`src/rtl/keypad_scanner_if.sv`:
```
// Keypad scanner pin bundle: matrix lines plus decoded key outputs.
// The scanner is the master; the consumer/keypad side is the slave.
interface keypad_scanner_if;
    logic [3:0]  filas;
    logic [3:0]  columnas;
    logic [3:0]  tecla;
    logic        tecla_valida;
    logic        tecla_presionada;
    logic [15:0] digitos;

    modport master (
        input  filas,
        output columnas,
        output tecla,
        output tecla_valida,
        output tecla_presionada,
        output digitos
    );

    modport slave (
        output filas,
        input  columnas,
        input  tecla,
        input  tecla_valida,
        input  tecla_presionada,
        input  digitos
    );
endinterface

```
`src/rtl/keypad_scanner.sv`:
```
// 4x4 matrix keypad scanner with press/release debounce.
// Emits a one-cycle strobe per accepted key and keeps a 4-key history.
module keypad_scanner #(
    parameter int SCAN_DIV     = 1350,
    parameter int DEBOUNCE_CNT = 4
) (
    input  logic             clk,
    input  logic             rst,
    keypad_scanner_if.master kp
);
    localparam int            DW      = $clog2(SCAN_DIV);
    localparam logic [DW-1:0] DIV_MAX = DW'(SCAN_DIV - 1);
    localparam logic [3:0]    DB      = 4'(DEBOUNCE_CNT);

    typedef enum logic [1:0] {
        ESCANEO, REBOTE, SOSTENIDA, LIBERA
    } state_e;

    state_e        state_q, state_d;
    logic [3:0]    s1_q, fs_q;
    logic [DW-1:0] div_q;
    logic [1:0]    col_q, col_d;
    logic [1:0]    fila_q, fila_d;
    logic [1:0]    colr_q, colr_d;
    logic [3:0]    cnt_q, cnt_d;
    logic [3:0]    tecla_q, tecla_d;
    logic          valida_q, valida_d;
    logic          pres_q, pres_d;
    logic [15:0]   dig_q, dig_d;

    logic       tick, any_low, row_low, accept;
    logic [1:0] r;
    logic [3:0] cnt_inc, code;

    function automatic logic [3:0] key_code(
        input logic [1:0] row,
        input logic [1:0] col
    );
        logic [3:0] k;
        k = 4'h0;
        case ({row, col})
            4'h0: k = 4'h1;
            4'h1: k = 4'h2;
            4'h2: k = 4'h3;
            4'h3: k = 4'hA;
            4'h4: k = 4'h4;
            4'h5: k = 4'h5;
            4'h6: k = 4'h6;
            4'h7: k = 4'hB;
            4'h8: k = 4'h7;
            4'h9: k = 4'h8;
            4'hA: k = 4'h9;
            4'hB: k = 4'hC;
            4'hC: k = 4'hE;
            4'hD: k = 4'h0;
            4'hE: k = 4'hF;
            default: k = 4'hD;
        endcase
        return k;
    endfunction

    assign tick    = (div_q == DIV_MAX);
    assign any_low = (fs_q != 4'hF);
    assign row_low = ~fs_q[fila_q];
    assign cnt_inc = cnt_q + 4'd1;

    // Lowest-index low row wins when several rows are low
    always_comb begin
        r = 2'd0;
        if (!fs_q[0])      r = 2'd0;
        else if (!fs_q[1]) r = 2'd1;
        else if (!fs_q[2]) r = 2'd2;
        else if (!fs_q[3]) r = 2'd3;
    end

    assign code = (state_q == ESCANEO) ? key_code(r, col_q)
                                       : key_code(fila_q, colr_q);

    assign accept = tick &&
        (((state_q == ESCANEO) && any_low && (DB == 4'd1)) ||
         ((state_q == REBOTE) && row_low && (cnt_inc >= DB)));

    always_ff @(posedge clk or negedge rst) begin
        if (!rst) begin
            state_q  <= ESCANEO;
            s1_q     <= 4'hF;
            fs_q     <= 4'hF;
            div_q    <= '0;
            col_q    <= 2'd0;
            fila_q   <= 2'd0;
            colr_q   <= 2'd0;
            cnt_q    <= 4'd0;
            tecla_q  <= 4'd0;
            valida_q <= 1'b0;
            pres_q   <= 1'b0;
            dig_q    <= 16'h0000;
        end else begin
            state_q  <= state_d;
            s1_q     <= kp.filas;
            fs_q     <= s1_q;
            div_q    <= tick ? '0 : div_q + DW'(1);
            col_q    <= col_d;
            fila_q   <= fila_d;
            colr_q   <= colr_d;
            cnt_q    <= cnt_d;
            tecla_q  <= tecla_d;
            valida_q <= valida_d;
            pres_q   <= pres_d;
            dig_q    <= dig_d;
        end
    end

    always_comb begin
        state_d = state_q;
        if (tick) begin
            case (state_q)
                ESCANEO:
                    if (any_low)
                        state_d = (DB == 4'd1) ? SOSTENIDA : REBOTE;
                REBOTE:
                    if (!row_low)              state_d = ESCANEO;
                    else if (cnt_inc >= DB)    state_d = SOSTENIDA;
                SOSTENIDA:
                    if (!any_low)
                        state_d = (DB == 4'd1) ? ESCANEO : LIBERA;
                LIBERA:
                    if (any_low)               state_d = SOSTENIDA;
                    else if (cnt_inc >= DB)    state_d = ESCANEO;
                default: state_d = ESCANEO;
            endcase
        end
    end

    always_comb begin
        col_d    = col_q;
        fila_d   = fila_q;
        colr_d   = colr_q;
        cnt_d    = cnt_q;
        tecla_d  = tecla_q;
        valida_d = 1'b0;
        pres_d   = pres_q;
        dig_d    = dig_q;
        if (tick) begin
            case (state_q)
                ESCANEO:
                    if (any_low) begin
                        fila_d = r;
                        colr_d = col_q;
                        cnt_d  = 4'd1;
                    end else begin
                        col_d = col_q + 2'd1;
                    end
                REBOTE:
                    if (row_low) cnt_d = cnt_inc;
                    else         col_d = col_q + 2'd1;
                SOSTENIDA:
                    if (!any_low) begin
                        cnt_d = 4'd1;
                        if (DB == 4'd1) begin
                            pres_d = 1'b0;
                            col_d  = col_q + 2'd1;
                        end
                    end
                LIBERA:
                    if (any_low) begin
                        cnt_d = 4'd0;
                    end else begin
                        cnt_d = cnt_inc;
                        if (cnt_inc >= DB) begin
                            pres_d = 1'b0;
                            col_d  = col_q + 2'd1;
                        end
                    end
                default: ;
            endcase
        end
        if (accept) begin
            valida_d = 1'b1;
            tecla_d  = code;
            dig_d    = {dig_q[11:0], code};
            pres_d   = 1'b1;
        end
    end

    assign kp.columnas         = ~(4'b0001 << col_q);
    assign kp.tecla            = tecla_q;
    assign kp.tecla_valida     = valida_q;
    assign kp.tecla_presionada = pres_q;
    assign kp.digitos          = dig_q;
endmodule

```
`src/flat_wrapper.sv`:
```
// flat-port wrapper written by rule: the top's interface ports become plain ports
module keypad_scanner_flat 
#(
    parameter int SCAN_DIV     = 1350,
    parameter int DEBOUNCE_CNT = 4
)
  (clk, rst, kp_filas, kp_columnas, kp_tecla, kp_tecla_valida, kp_tecla_presionada, kp_digitos);
  keypad_scanner_if kp_i ();
  input  logic clk;
  input  logic rst;
  input wire logic [$bits(kp_i.filas)-1:0] kp_filas;
  output wire logic [$bits(kp_i.columnas)-1:0] kp_columnas;
  output wire logic [$bits(kp_i.tecla)-1:0] kp_tecla;
  output wire logic [$bits(kp_i.tecla_valida)-1:0] kp_tecla_valida;
  output wire logic [$bits(kp_i.tecla_presionada)-1:0] kp_tecla_presionada;
  output wire logic [$bits(kp_i.digitos)-1:0] kp_digitos;
  assign kp_i.filas = kp_filas;
  assign kp_columnas = kp_i.columnas;
  assign kp_tecla = kp_i.tecla;
  assign kp_tecla_valida = kp_i.tecla_valida;
  assign kp_tecla_presionada = kp_i.tecla_presionada;
  assign kp_digitos = kp_i.digitos;
  keypad_scanner #(.SCAN_DIV(SCAN_DIV), .DEBOUNCE_CNT(DEBOUNCE_CNT)) u_core (.clk(clk), .rst(rst), .kp(kp_i));
endmodule
```
`config.mk`:
```
export PLATFORM = sky130hd
export DESIGN_NAME = keypad_scanner_flat
export DESIGN_NICKNAME = d
export VERILOG_FILES = /design/src/rtl/keypad_scanner_if.sv /design/src/rtl/keypad_scanner.sv /design/src/flat_wrapper.sv
export SDC_FILE = /design/constraint.sdc
export NUM_CORES = 1
export LEC_CHECK = 0
export BUFFER_PORTS_ARGS = -buffer_cell sky130_fd_sc_hd__buf_2
export CORE_MARGIN = 2
export CORE_UTILIZATION = 45
export CTS_CLUSTER_DIAMETER = 60
export DETAILED_ROUTE_END_ITERATION = 12
export PLACE_DENSITY = 0.64
export REMOVE_ABC_BUFFERS = 1
export SETUP_SLACK_MARGIN = 0.05
export SLEW_MARGIN = 15
export SYNTH_ARGS = -nofsm -noshare
export SYNTH_HDL_FRONTEND = slang
export SYNTH_SLANG_ARGS = --single-unit
export TNS_END_PERCENT = 10
```
`constraint.sdc`:
```
create_clock -name clk -period 6 [get_ports clk]
set_clock_uncertainty 0.2 [all_clocks]
set_input_delay 0.9 -clock clk [delete_from_list [all_inputs] [get_ports clk]]
set_output_delay 0.9 -clock clk [all_outputs]
set_load 0.05 [all_outputs]
```
After elaboration in Yosys (flattened, before gate mapping). Memory sizes are Yosys's and may differ from the RTL's. Cells that the tools add are included.

Bits in registers: 53. Bits in latches: 0. RAM bits: 0. Memory bits (read-only): 128. Input bits: 6. Output and inout bits: 26. Word-level logic and storage cells: 81. Memories: 2.

Memory list: (name not given) (depth 16, bits a word 4, read ports 1, clocked after Yosys merged registers in 0, wr ports 0, RTL line keypad_scanner.sv:41) `case ({row, col})`; (name not given) (depth 16, bits a word 4, read ports 1, clocked after Yosys merged registers in 0, wr ports 0, RTL line keypad_scanner.sv:41).

Add/sub/neg operators: 3. Multiply operators: 0. Div/mod/pow operators: 0. $lt $le $gt $ge: 2. Equal/unequal tests: 15. Shift operators: 1. Multiplexer cells: 31. Bitwise operators: 2. Reductions and logical operators: 13.

Operators by type and width (count): 2-bit two-way mux (14); 4-bit two-way mux (5); 4-bit case mux with 4 select lines (1); 2-bit inequality test, second input constant (6); 11-bit by 1-bit adder with 11-bit output, second input constant (1); 11-bit == test, second input constant (1); 11-bit two-way mux (1); 2-bit case mux with 4 select lines (1); 4-bit AND reduction (2); 1-bit two-way mux (7); 2-bit case mux with 3 select lines (1); 6-bit AND reduction (1); 2-bit nonzero test (3); 5-bit AND reduction (1); 4-bit by 1-bit adder with 4-bit output, second input constant (1); 2-bit == test, second input constant (2); 4-bit by 3-bit greater-or-equal comparator with 1-bit output, second input constant (1); 2-bit by 1-bit inequality test with 1-bit output, second input constant (2); 4-bit inequality test, second input constant (1); 4-bit inverter (1); 1-bit by 2-bit left shift with 4-bit output, first input constant (1); 1-bit logical AND (3); 2-bit by 3-bit less-than comparator with 1-bit output, second input constant (1); 3-bit by 1-bit inequality test with 1-bit output, second input constant (1); other kinds (8) (8).

Depth between registers and ports, before layout. Gate-level depths: netlist (run 1).

Word-level depth: 8. Depth in mapped cells: 8. Mapped depth without buffers: 7.

Worst setup path after synthesis (run 1). Ideal clock, no wire load.

Path kind: flip-flop to output port. From: register u_core.col_q[0]. To: output kp_columnas[0]. Arrival time: 0.977 ns. Required time: 4.900 ns. Setup slack: 3.923 ns. Stages on the path, launching flop included: 4. Path buffers: 0. Path through: dfrtp_1 -> inv_1 -> ha_1 -> inv_1.

Word-level cells in the longest chain between the ends: 2.

RTL lines: from (decl) (RTL line keypad_scanner.sv:22) `logic [1:0] col_q, col_d;`; from (signal assigned) (RTL line keypad_scanner.sv:102) `col_q <= col_d;`; 1-bit by 2-bit left shift with 4-bit output (RTL line keypad_scanner.sv:185) `assign kp.columnas = ~(4'b0001 << col_q);`; 4-bit inverter (RTL line keypad_scanner.sv:185); to (decl) (RTL line flat_wrapper.sv:12) `output wire logic [$bits(kp_i.columnas)-1:0] kp_columnas;`.

Every way passes these cells.

Final worst setup path (run 1).
From: register u_core.div_q[1]. To: register u_core.dig_q[11] (netlist: u_core.kp.digitos[11]).

Word-level cells in the longest chain between the ends: 2.

RTL lines: from (decl) (RTL line keypad_scanner.sv:21) `logic [DW-1:0] div_q;`; from (signal assigned) (RTL line keypad_scanner.sv:101) `div_q <= tick ? '0 : div_q + DW'(1);`; 11-bit == test (RTL line keypad_scanner.sv:62) `assign tick = (div_q == DIV_MAX);`; 1-bit logical AND (RTL line keypad_scanner.sv:79) `assign accept = tick &&`; to (signal assigned) (RTL line keypad_scanner.sv:109) `dig_q <= dig_d;`; to (decl) (RTL line keypad_scanner.sv:29) `logic [15:0] dig_q, dig_d;`.

Every way passes these cells. A chain may end at the register's enable or synchronous reset.

==> flow_summary.toml, run 1 <==
[timing]
fin_setup_tns_ns = 0
period_minus_slack_ns = 2.81
worst_pin_slew_ns = 0.871
rsz0062_at_grt = "no"
finalMaxSlewViolations = 0
period_share_pct = 46.8
fmax_mhz = 356
hold_violations = 0
setup_viol = 0
max_slew_margin_pct = 41.5

[yosys]
ys_ff_latch = 49
synthCells = 210
synth_cell_type_count = 46
avgSynthCellArea_um2 = 11.5
synth_edf_count = 0
synth_area_leaders = "dfrtp_1, dfstp_2, ha_1"
ys.flop_type = "dfrtp_1"
ys_seq_area_share_pct = 51.1
async_flop_share_pct = 100
ys_warn_count = 0
yosysTopAreaCell = "dfrtp_1"
synth_area_um2 = 2420
synth_top_cell_area_share_pct = 42.4

[die]
die_x_um = 77.3
die_h_um = 77.3
start_util_pct = 47.0
die_area_um2 = 5970
io_pins = 32
placeableCoreArea_um2 = 5140
rows = 26

[worst_setup_path]
crit_type = "reg2reg"
critPathLaunchType = "flip-flop"
cp.required_ns = 5.99
r2r-end = "u_core.kp.digitos[11]$_DFFE_PN0P_"
rr_worst_depth = 6
ff2ff_setup_slack_ns = 3.19
crit_fanout = 23
worstPathArrival_ns = 2.80
r2r-start = "u_core.div_q[1]$_DFF_PN0_"
crit_path_start = "u_core.div_q[1]$_DFF_PN0_"
end_kind = "flip-flop"

[drt]
antenna_left = 0
viasPerCell = 5.06
drt_first_pass_iters = 4
vias = 1560
drc = 0
drt-total-wl_mm = 3.76
drt_first_iter_violations = 89
avgRoutedWirePerCell_um = 12.2

[cells_and_area]
post-route-cell-area_um2 = 2680
layout-drive-gt1-share_pct = 27.7
fill_cells = 484
register_area_um2 = 1240
fin_nets = 256
multi_input_comb_area_um2 = 1050
syn2layout_area_growth_pct = 10.7
num_antenna_cells = 0

[placed_design]
dp_hpwl_mm = 2.65
postPlaceCellArea_um2 = 2590
place_congestion = 0.772
portBuffers = 31

[pwr]
powerDensity_nw_per_um2 = 198
ir_drop_uv = 117
p_leak_uw = 0.00129

[worst_hold_path]
holdPathEnd = "u_core.fs_q[1]$_DFF_PN1_"
worst_hold_path.num_cells = 0
hold_path_startpoint = "u_core.s1_q[1]$_DFF_PN1_"
hold_path_class = "reg2reg"

[clock_network]
cts_setup_buffers = 0
htreeDepth = 2
cts_resized = 0
clockBufferDepth = 2
root_buffer = "clkbuf_8"
clk_latency_ns = 0.30
numCtsBuffers = 5
clock-sinks = 49
postCtsHoldBufs = 0
cts.clk_slew.worst_paths_ns = 0.08
cts_tree = "done"

[global_route]
antenna_found_initial = 0
overflow = 0
grt_pass1_wl_mm = 6.60
grt_use_met2_pct = 21.6
grt_pass1_vias = 1453
grt.met3_usage_pct = 3.76
grt_max_degree = 50
grt.total_usage_pct = 13.6
use_met1_pct = 18.2
busiest_layer = "met2"

[flow_run]
cap_violations = 0

[outcome]
outcome = "finished clean"
worst max path at each step:
stage / end / cells after the start
after global routing: u_core.kp.digitos[12]$_DFFE_PN0P_ / 6
after detailed placement: u_core.kp.digitos[10]$_DFFE_PN0P_ / 6
after CTS: u_core.kp.digitos[10]$_DFFE_PN0P_ / 6
final: u_core.kp.digitos[11]$_DFFE_PN0P_ / 6
after floorplan: u_core.kp.digitos[4]$_DFFE_PN0P_ / 6
after global placement: u_core.kp.digitos[8]$_DFFE_PN0P_ / 6
worst max-delay path, cell delays in order (launching register included):
cell and delay, ns:
dfrtp_1 0.41, inv_1 0.06, ha_1 0.13, nand4b_1 0.14, nor4_4 0.76, nand4_4 0.55
mux2_4 0.45
kinds of logic (layout without fill, tap and decap cells):
group | Yosys count | after routing | synth area share, %
simple gates | 54 | 54 | 11.9
flops | 49 | 49 | 51.1
compound gates | 39 | 39 | 11.4
buf+inv | 28 | 56 | 5.49
mux | 18 | 18 | 10.1
fa+ha+maj | 13 | 13 | 6.73
xor+xnor | 9 | 9 | 3.26
cell usage in the layout (no fill, tap or decap), types with 5 or more instances in the layout:
cell | Yosys | layout
nand3_1 | 7 | 7
mux2_4 | 9 | 9
xnor2_1 | 6 | 6
mux2_2 | 5 | 5
nor2_1 | 14 | 14
inv_1 | 16 | 16
o21ai_0 | 13 | 13
nand2_1 | 19 | 19
dfrtp_1 | 41 | 41
dfstp_2 | 8 | 8
o31ai_1 | 5 | 5
buf_2 | 4 | 30
ha_1 | 13 | 13
a21oi_1 | 6 | 6
clkbuf_8 | 0 | 5
stage by stage:
step	std cells	utilization (%)	total power (uW)	hold WS, ns	worst slack, ns
floorplan	199	-	346	0.145	3.54
global placement	300	50.4	355	0.146	3.28
detailed placement	300	50.4	355	0.147	3.15
CTS	308	52.0	540	0.159	3.18
global route	308	52.0	555	0.165	2.94
finish	308	52.0	530	0.158	3.19
cells in the mapped netlist (2+ instances only):
cell type,instances
dfrtp_1,41
nand2_1,19
inv_1,16
nor2_1,14
ha_1,13
o21ai_0,13
mux2_4,9
dfstp_2,8
nand3_1,7
a21oi_1,6
xnor2_1,6
mux2_2,5
o31ai_1,5
buf_2,4
buf_4,4
a41oi_1,3
mux2i_1,3
xor2_1,3
a22oi_1,2
and3_1,2
clkbuf_1,2
sequential cells by signal (all words and copies together) (netlist names):
register and flops:
u_core.kp.tecla_valida 1, u_core.col_q 2, u_core.kp.digitos 13, u_core.s1_q 4, u_core.div_q 11, u_core.kp.tecla_presionada 1, u_core.colr_q 2, u_core.state_q 2
u_core.fs_q 4, u_core.kp.tecla 3, u_core.cnt_q 4, u_core.fila_q 2
layer usage:
metal	wire [um]	part of all wire (%)
met1	1830	49
met4	55	1.5
met2	1690	45
met5	0	0
met3	189	5.0
layout make-up:
type,instances,area share [%]
sequential,49,46.2
multi-input combinational,133,39.2
timing repair buffer,31,5.89
tap,70,3.27
clock buffer,7,2.85
inverter,17,2.39
clock inverter,1,0.187
report_power, final:
part / switching [uW] / internal, uW / total [uW]
Clock: 100 / 81.9 / 182
Combinational: 8.16 / 2.78 / 10.9
Sequential: 2.22 / 335 / 337
No activity file was read; power rests on OpenSTA's default activity.
==> inputs of run 2 (changes only) <==
- PLACE_DENSITY: 0.64 -> 0.66
- clock period: 6 -> 2.55 ns (I/O delays scaled with it)
==> run 2 against run 1 <==
Utilization up 1.9 points. Setup slack got worse by 2.9 ns. Critical path depth fell by 1. Via count up 1.7%. Maximum frequency increased by 24%. Routed wire length grew 7.7%. Power rose by 140%. Register-to-register slack worse by 2.9 ns. Critical path type unchanged. Highest routed layer unchanged.
==> flow_summary.toml, run 2 (synthesis results as in run 1) <==
[placed_design]
dp_hpwl_mm = 2.92
portBuffers = 31
dp_slack_ns = 0.262
place_congestion = 0.814

[timing]
max_slew_margin_pct = 60.1
fin_setup_tns_ns = 0
finalMaxSlewViolations = 0
period_minus_slack_ns = 2.27
worst_pin_slew_ns = 0.592
setup_viol = 0
setup_slack_ns = 0.278
period_share_pct = 89.1
fmax_mhz = 440
rsz0062_at_grt = "no"
hold_violations = 0

[drt]
drt_first_pass_iters = 4
drt_first_iter_violations = 69
vias = 1587
drt-total-wl_mm = 4.05
antenna_left = 0
viasPerCell = 4.97
avgRoutedWirePerCell_um = 12.7
drc = 0

[pwr]
intPower_uw = 997
ir_drop_uv = 297
p_leak_uw = 0.00135
pwr-share-seq_pct = 62.2
pwr-share-comb_pct = 2.7
clkPwrFrac_pct = 35.1
switching_share_pct = 21.8
powerDensity_nw_per_um2 = 460
p_sw_uw = 278

[die]
io_pins = 32
start_util_pct = 47.0
die_x_um = 77.3
placeableCoreArea_um2 = 5140
rows = 26
die_area_um2 = 5970
die_h_um = 77.3

[clock_network]
root_buffer = "clkbuf_8"
cts.clk_slew.worst_paths_ns = 0.09
cts_setup_buffers = 0
numCtsBuffers = 5
htreeDepth = 2
clock-sinks = 49
cts_tree = "done"
clockBufferDepth = 2
clk_latency_ns = 0.30

[global_route]
grt_pass1_vias = 1564
grt.total_usage_pct = 15.3
grt_pass1_wl_mm = 7.29
antenna_found_initial = 0
grt_max_degree = 21
overflow = 0

[worst_setup_path]
cp.depth = 5
critPathLaunchType = "flip-flop"
path_cells = "ha_1, o31ai_1, a41oi_1, nand4_4, mux2_2"
crit_fanout = 20
crit_path_start = "u_core.cnt_q[0]$_DFFE_PN0P_"
r2r-start = "u_core.cnt_q[0]$_DFFE_PN0P_"
crit_type = "reg2reg"
critPathTopFamily = "compound AO/OA/AOI/OAI gates"
cp.required_ns = 2.54
ff2ff_setup_slack_ns = 0.28
cp_slowest_stage_delay_ns = 0.44
end_kind = "flip-flop"
rr_worst_depth = 5
worstPathArrival_ns = 2.26
cp_num_buf_inv = 0
critPathSlowestCell = "dfrtp_1"

[outcome]
outcome = "finished clean"

[worst_hold_path]
worst_hold_path.num_cells = 0
hold_path_class = "reg2reg"
hold_path_startpoint = "u_core.s1_q[2]$_DFF_PN1_"

[cells_and_area]
num_antenna_cells = 0
mostFrequentLayoutCells = "dfrtp_1, buf_2, nand2_1"
fin_nets = 267
multi_input_comb_area_um2 = 1050
fill_cells = 470
layout-drive-gt1-share_pct = 29.3
layout_commonest_cell = "dfrtp_1"
register_area_um2 = 1240
syn2layout_area_growth_pct = 14.7
largest_reg_flops = 13

[flow_run]
cap_violations = 0
-- run 2: cell count changes in the layout (fill, tap and decap cells not counted) --
cell,before,now
buf_4,1,6
clkbuf_1,2,1
inv_6,0,1
dlygate4sd3_1,0,5
buf_2,30,31
-- run 2: worst paths after layout --
| kind | endpoint |
|---|---|
| setup reg to reg | u_core.kp.digitos[12]$_DFFE_PN0P_ |
| hold reg to reg | u_core.fs_q[2]$_DFF_PN1_ |
| min in group asynchronous | u_core.kp.tecla_valida$_DFF_PN0_ |
| hold / removal | u_core.fs_q[2]$_DFF_PN1_ |
| setup / recovery | u_core.kp.digitos[12]$_DFFE_PN0P_ |
| max in group asynchronous | u_core.s1_q[2]$_DFF_PN1_ |
-- run 2: through the flow --
| stage | area, um2 | power (uW) | cells | utilization [%] | hold WS [ns] |
|---|---|---|---|---|---|
| finish | 2770 | 1280 | 319 | 53.9 | 0.153 |
| global route | 2770 | 1340 | 319 | 53.9 | 0.161 |
| CTS | 2770 | 1290 | 319 | 53.9 | 0.156 |
| detailed placement | 2640 | 839 | 306 | 51.3 | 0.143 |
| global placement | 2640 | 838 | 306 | 51.3 | 0.136 |
| floorplan | 2350 | 814 | 199 | - | -0.113 |
-- run 2: power by group through the flow --
stage / Clock, uW / Combinational (uW) / Sequential (uW)
after global placement: 0 / 29.8 / 808
after CTS: 464 / 36.4 / 793
after floorplan: 0 / 7.09 / 807
final: 447 / 34.6 / 793
after detailed placement: 0 / 30.5 / 808
after global routing: 505 / 40.2 / 795
-- run 2: what timing repair did --
item	4_1_cts	5_1_grt
hold buffers	5	0
endpoints found under the hold margin	20	0
endpoints found under the setup margin	0	0
gates resized for setup	0	0
-- run 2: final cells by class --
type                            count  area share (%)
Sequential cell                    49            44.6
Multi-Input combinational cell    133            37.8
Clock inverter                      2           0.496
Inverter                           17            2.30
Timing Repair Buffer               42            9.03
Clock buffer                        6            2.62
Tap cell                           70            3.16
-- run 2: worst register-to-register path, cell delays in order (launching register included) --
cell and delay (ns):
dfrtp_1 0.44, ha_1 0.29, o31ai_1 0.38, a41oi_1 0.14, nand4_4 0.33, mux2_2 0.39
-- run 2: routing by layer --
metal / wire (um) / GRT usage [%] / share of wire (%)
met3: 160 / 3.88 / 3.9
met5: 0 / 0 / 0
met2: 1800 / 24.4 / 45
met4: 40 / 5.00 / 0.99
met1: 2050 / 20.4 / 51
==> inputs of run 3 (changes only) <==
- PLACE_DENSITY: 0.66 -> 0.64
- clock period: 2.55 -> 2.9 ns (I/O delays scaled with it)
==> run 3 against run 2 <==
Sequential power is 12% lower. Power decreased by 4.8%. Clock-buffer cell count grew 1. Global-route usage is 1.2 points lower. Maximum frequency shrank 3.4%. Setup slack better by 0.27 ns. Largest cell class unchanged. Largest power group unchanged.
==> flow_summary.toml, run 3 (synthesis results as in run 1) <==
[outcome]
outcome = "finished clean"

[timing]
hold_violations = 0
rsz0062_at_grt = "no"
period_share_pct = 81.1
finalMaxSlewViolations = 0
setup_viol = 0
max_slew_margin_pct = 39.4
worst_pin_slew_ns = 0.909
period_minus_slack_ns = 2.35
fmax_mhz = 425
fin_setup_tns_ns = 0

[clock_network]
root_buffer = "clkbuf_8"
clock-sinks = 49
cts_setup_buffers = 0
numCtsBuffers = 5
cts_resized = 0
clk_latency_ns = 0.29
cts.clk_slew.worst_paths_ns = 0.08
postCtsHoldBufs = 0
clockBufferDepth = 2
htreeDepth = 2
cts_tree = "done"

[worst_setup_path]
crit_fanout = 23
endpoint = "u_core.kp.digitos[5]$_DFFE_PN0P_"
crit_type = "reg2reg"
rr_worst_depth = 7
cp.required_ns = 2.88
ff2ff_setup_slack_ns = 0.55
r2r-start = "u_core.div_q[1]$_DFF_PN0_"
r2r-end = "u_core.kp.digitos[5]$_DFFE_PN0P_"
crit_path_start = "u_core.div_q[1]$_DFF_PN0_"
critPathLaunchType = "flip-flop"
worstPathArrival_ns = 2.34
end_kind = "flip-flop"

[placed_design]
postPlaceCellArea_um2 = 2610
dp.cells = 302
dp_hpwl_mm = 2.65
portBuffers = 31
place_congestion = 0.761

[cells_and_area]
num_antenna_cells = 0
layout_commonest_cell = "dfrtp_1"
fin_util_pct = 53.0
layout.cells.non_filler = 310
syn2layout_area_growth_pct = 12.6
register_area_um2 = 1240
fin_nets = 258
fill_cells = 481
largest_reg_flops = 13
mostFrequentLayoutCells = "dfrtp_1, buf_2, nand2_1"
post-route-cell-area_um2 = 2720
multi_input_comb_area_um2 = 1050
layout-drive-gt1-share_pct = 28.7

[global_route]
grt_max_degree = 43
antenna_found_initial = 0
grt_pass1_vias = 1466
overflow = 0
grt_pass1_wl_mm = 6.82
grt.total_usage_pct = 14.1

[drt]
drt-total-wl_mm = 3.82
drt_first_pass_iters = 6
viasPerCell = 5.00
drt_first_iter_violations = 59
drc = 0
vias = 1550
avgRoutedWirePerCell_um = 12.3
antenna_left = 0

[die]
rows = 26
die_x_um = 77.3
die_h_um = 77.3
placeableCoreArea_um2 = 5140
start_util_pct = 47.0
io_pins = 32
die_area_um2 = 5970

[pwr]
total_power_uw = 1210
p_leak_uw = 0.00132
ir_drop_uv = 301
powerDensity_nw_per_um2 = 446

[flow_run]
cap_violations = 0

[worst_hold_path]
hold_path_class = "in2reg"
run 3: cell types whose count changed in the layout (fill, tap and decap cells not counted):
cell           delta
dlygate4sd3_1     -5
buf_4             -4
bufinv_16         +1
clkbuf_8          +1
clkinv_2          -1
inv_6             -1
run 3: how the worst min path moves through the flow:
| stage | slack (ns) | to | start | cells after the start |
|---|---|---|---|---|
| after floorplan | -0.06 | u_core.cnt_q[0]$_DFFE_PN0P_ | rst | 0 |
| after global routing | 0.008 | u_core.s1_q[0]$_DFF_PN1_ | kp_filas[0] | 1 |
| after CTS | 0.02 | u_core.s1_q[2]$_DFF_PN1_ | kp_filas[2] | 1 |
| after global placement | 0.15 | u_core.fs_q[0]$_DFF_PN1_ | u_core.s1_q[0]$_DFF_PN1_ | 0 |
| final | 0.03 | u_core.s1_q[1]$_DFF_PN1_ | kp_filas[1] | 1 |
| after detailed placement | 0.15 | u_core.fs_q[0]$_DFF_PN1_ | u_core.s1_q[0]$_DFF_PN1_ | 0 |
run 3: critical path, stage by stage (launching register included):
cell and delay [ns]:
dfrtp_1 0.41, inv_1 0.06, ha_1 0.13, nand4b_1 0.13, nor4_4 0.25, buf_4 0.25
nand4_4 0.38, mux2_4 0.43
run 3: metal layers:
layer	wire length (um)	global-route usage [%]
met3	174	4.24
met5	0	0
met1	1970	20.1
met2	1650	21.1
met4	30	3.75
run 3: cell type report:
type / count / area share, %
multi-input combinational: 133 / 38.5
tap: 70 / 3.22
clock buffer: 7 / 3.17
clock inverter: 1 / 1.10
inverter: 17 / 2.34
timing repair buffer: 33 / 6.25
sequential: 49 / 45.4
run 3: power breakdown:
part | switching, uW | leakage [uW] | total (uW) | internal [uW]
logic | 17.4 | 0.000616 | 23.6 | 6.22
clock network | 212 | 0.0000585 | 493 | 281
registers | 4.98 | 0.000643 | 698 | 693
run 3: stage by stage:
stage | hold slack (ns) | setup slack (ns)
5_1_grt | 0.00797 | 0.407
2_1_floorplan | -0.0606 | 0.443
3_3_place_gp | 0.146 | 0.597
6_report | 0.0291 | 0.547
3_5_place_dp | 0.147 | 0.537
4_1_cts | 0.0169 | 0.520
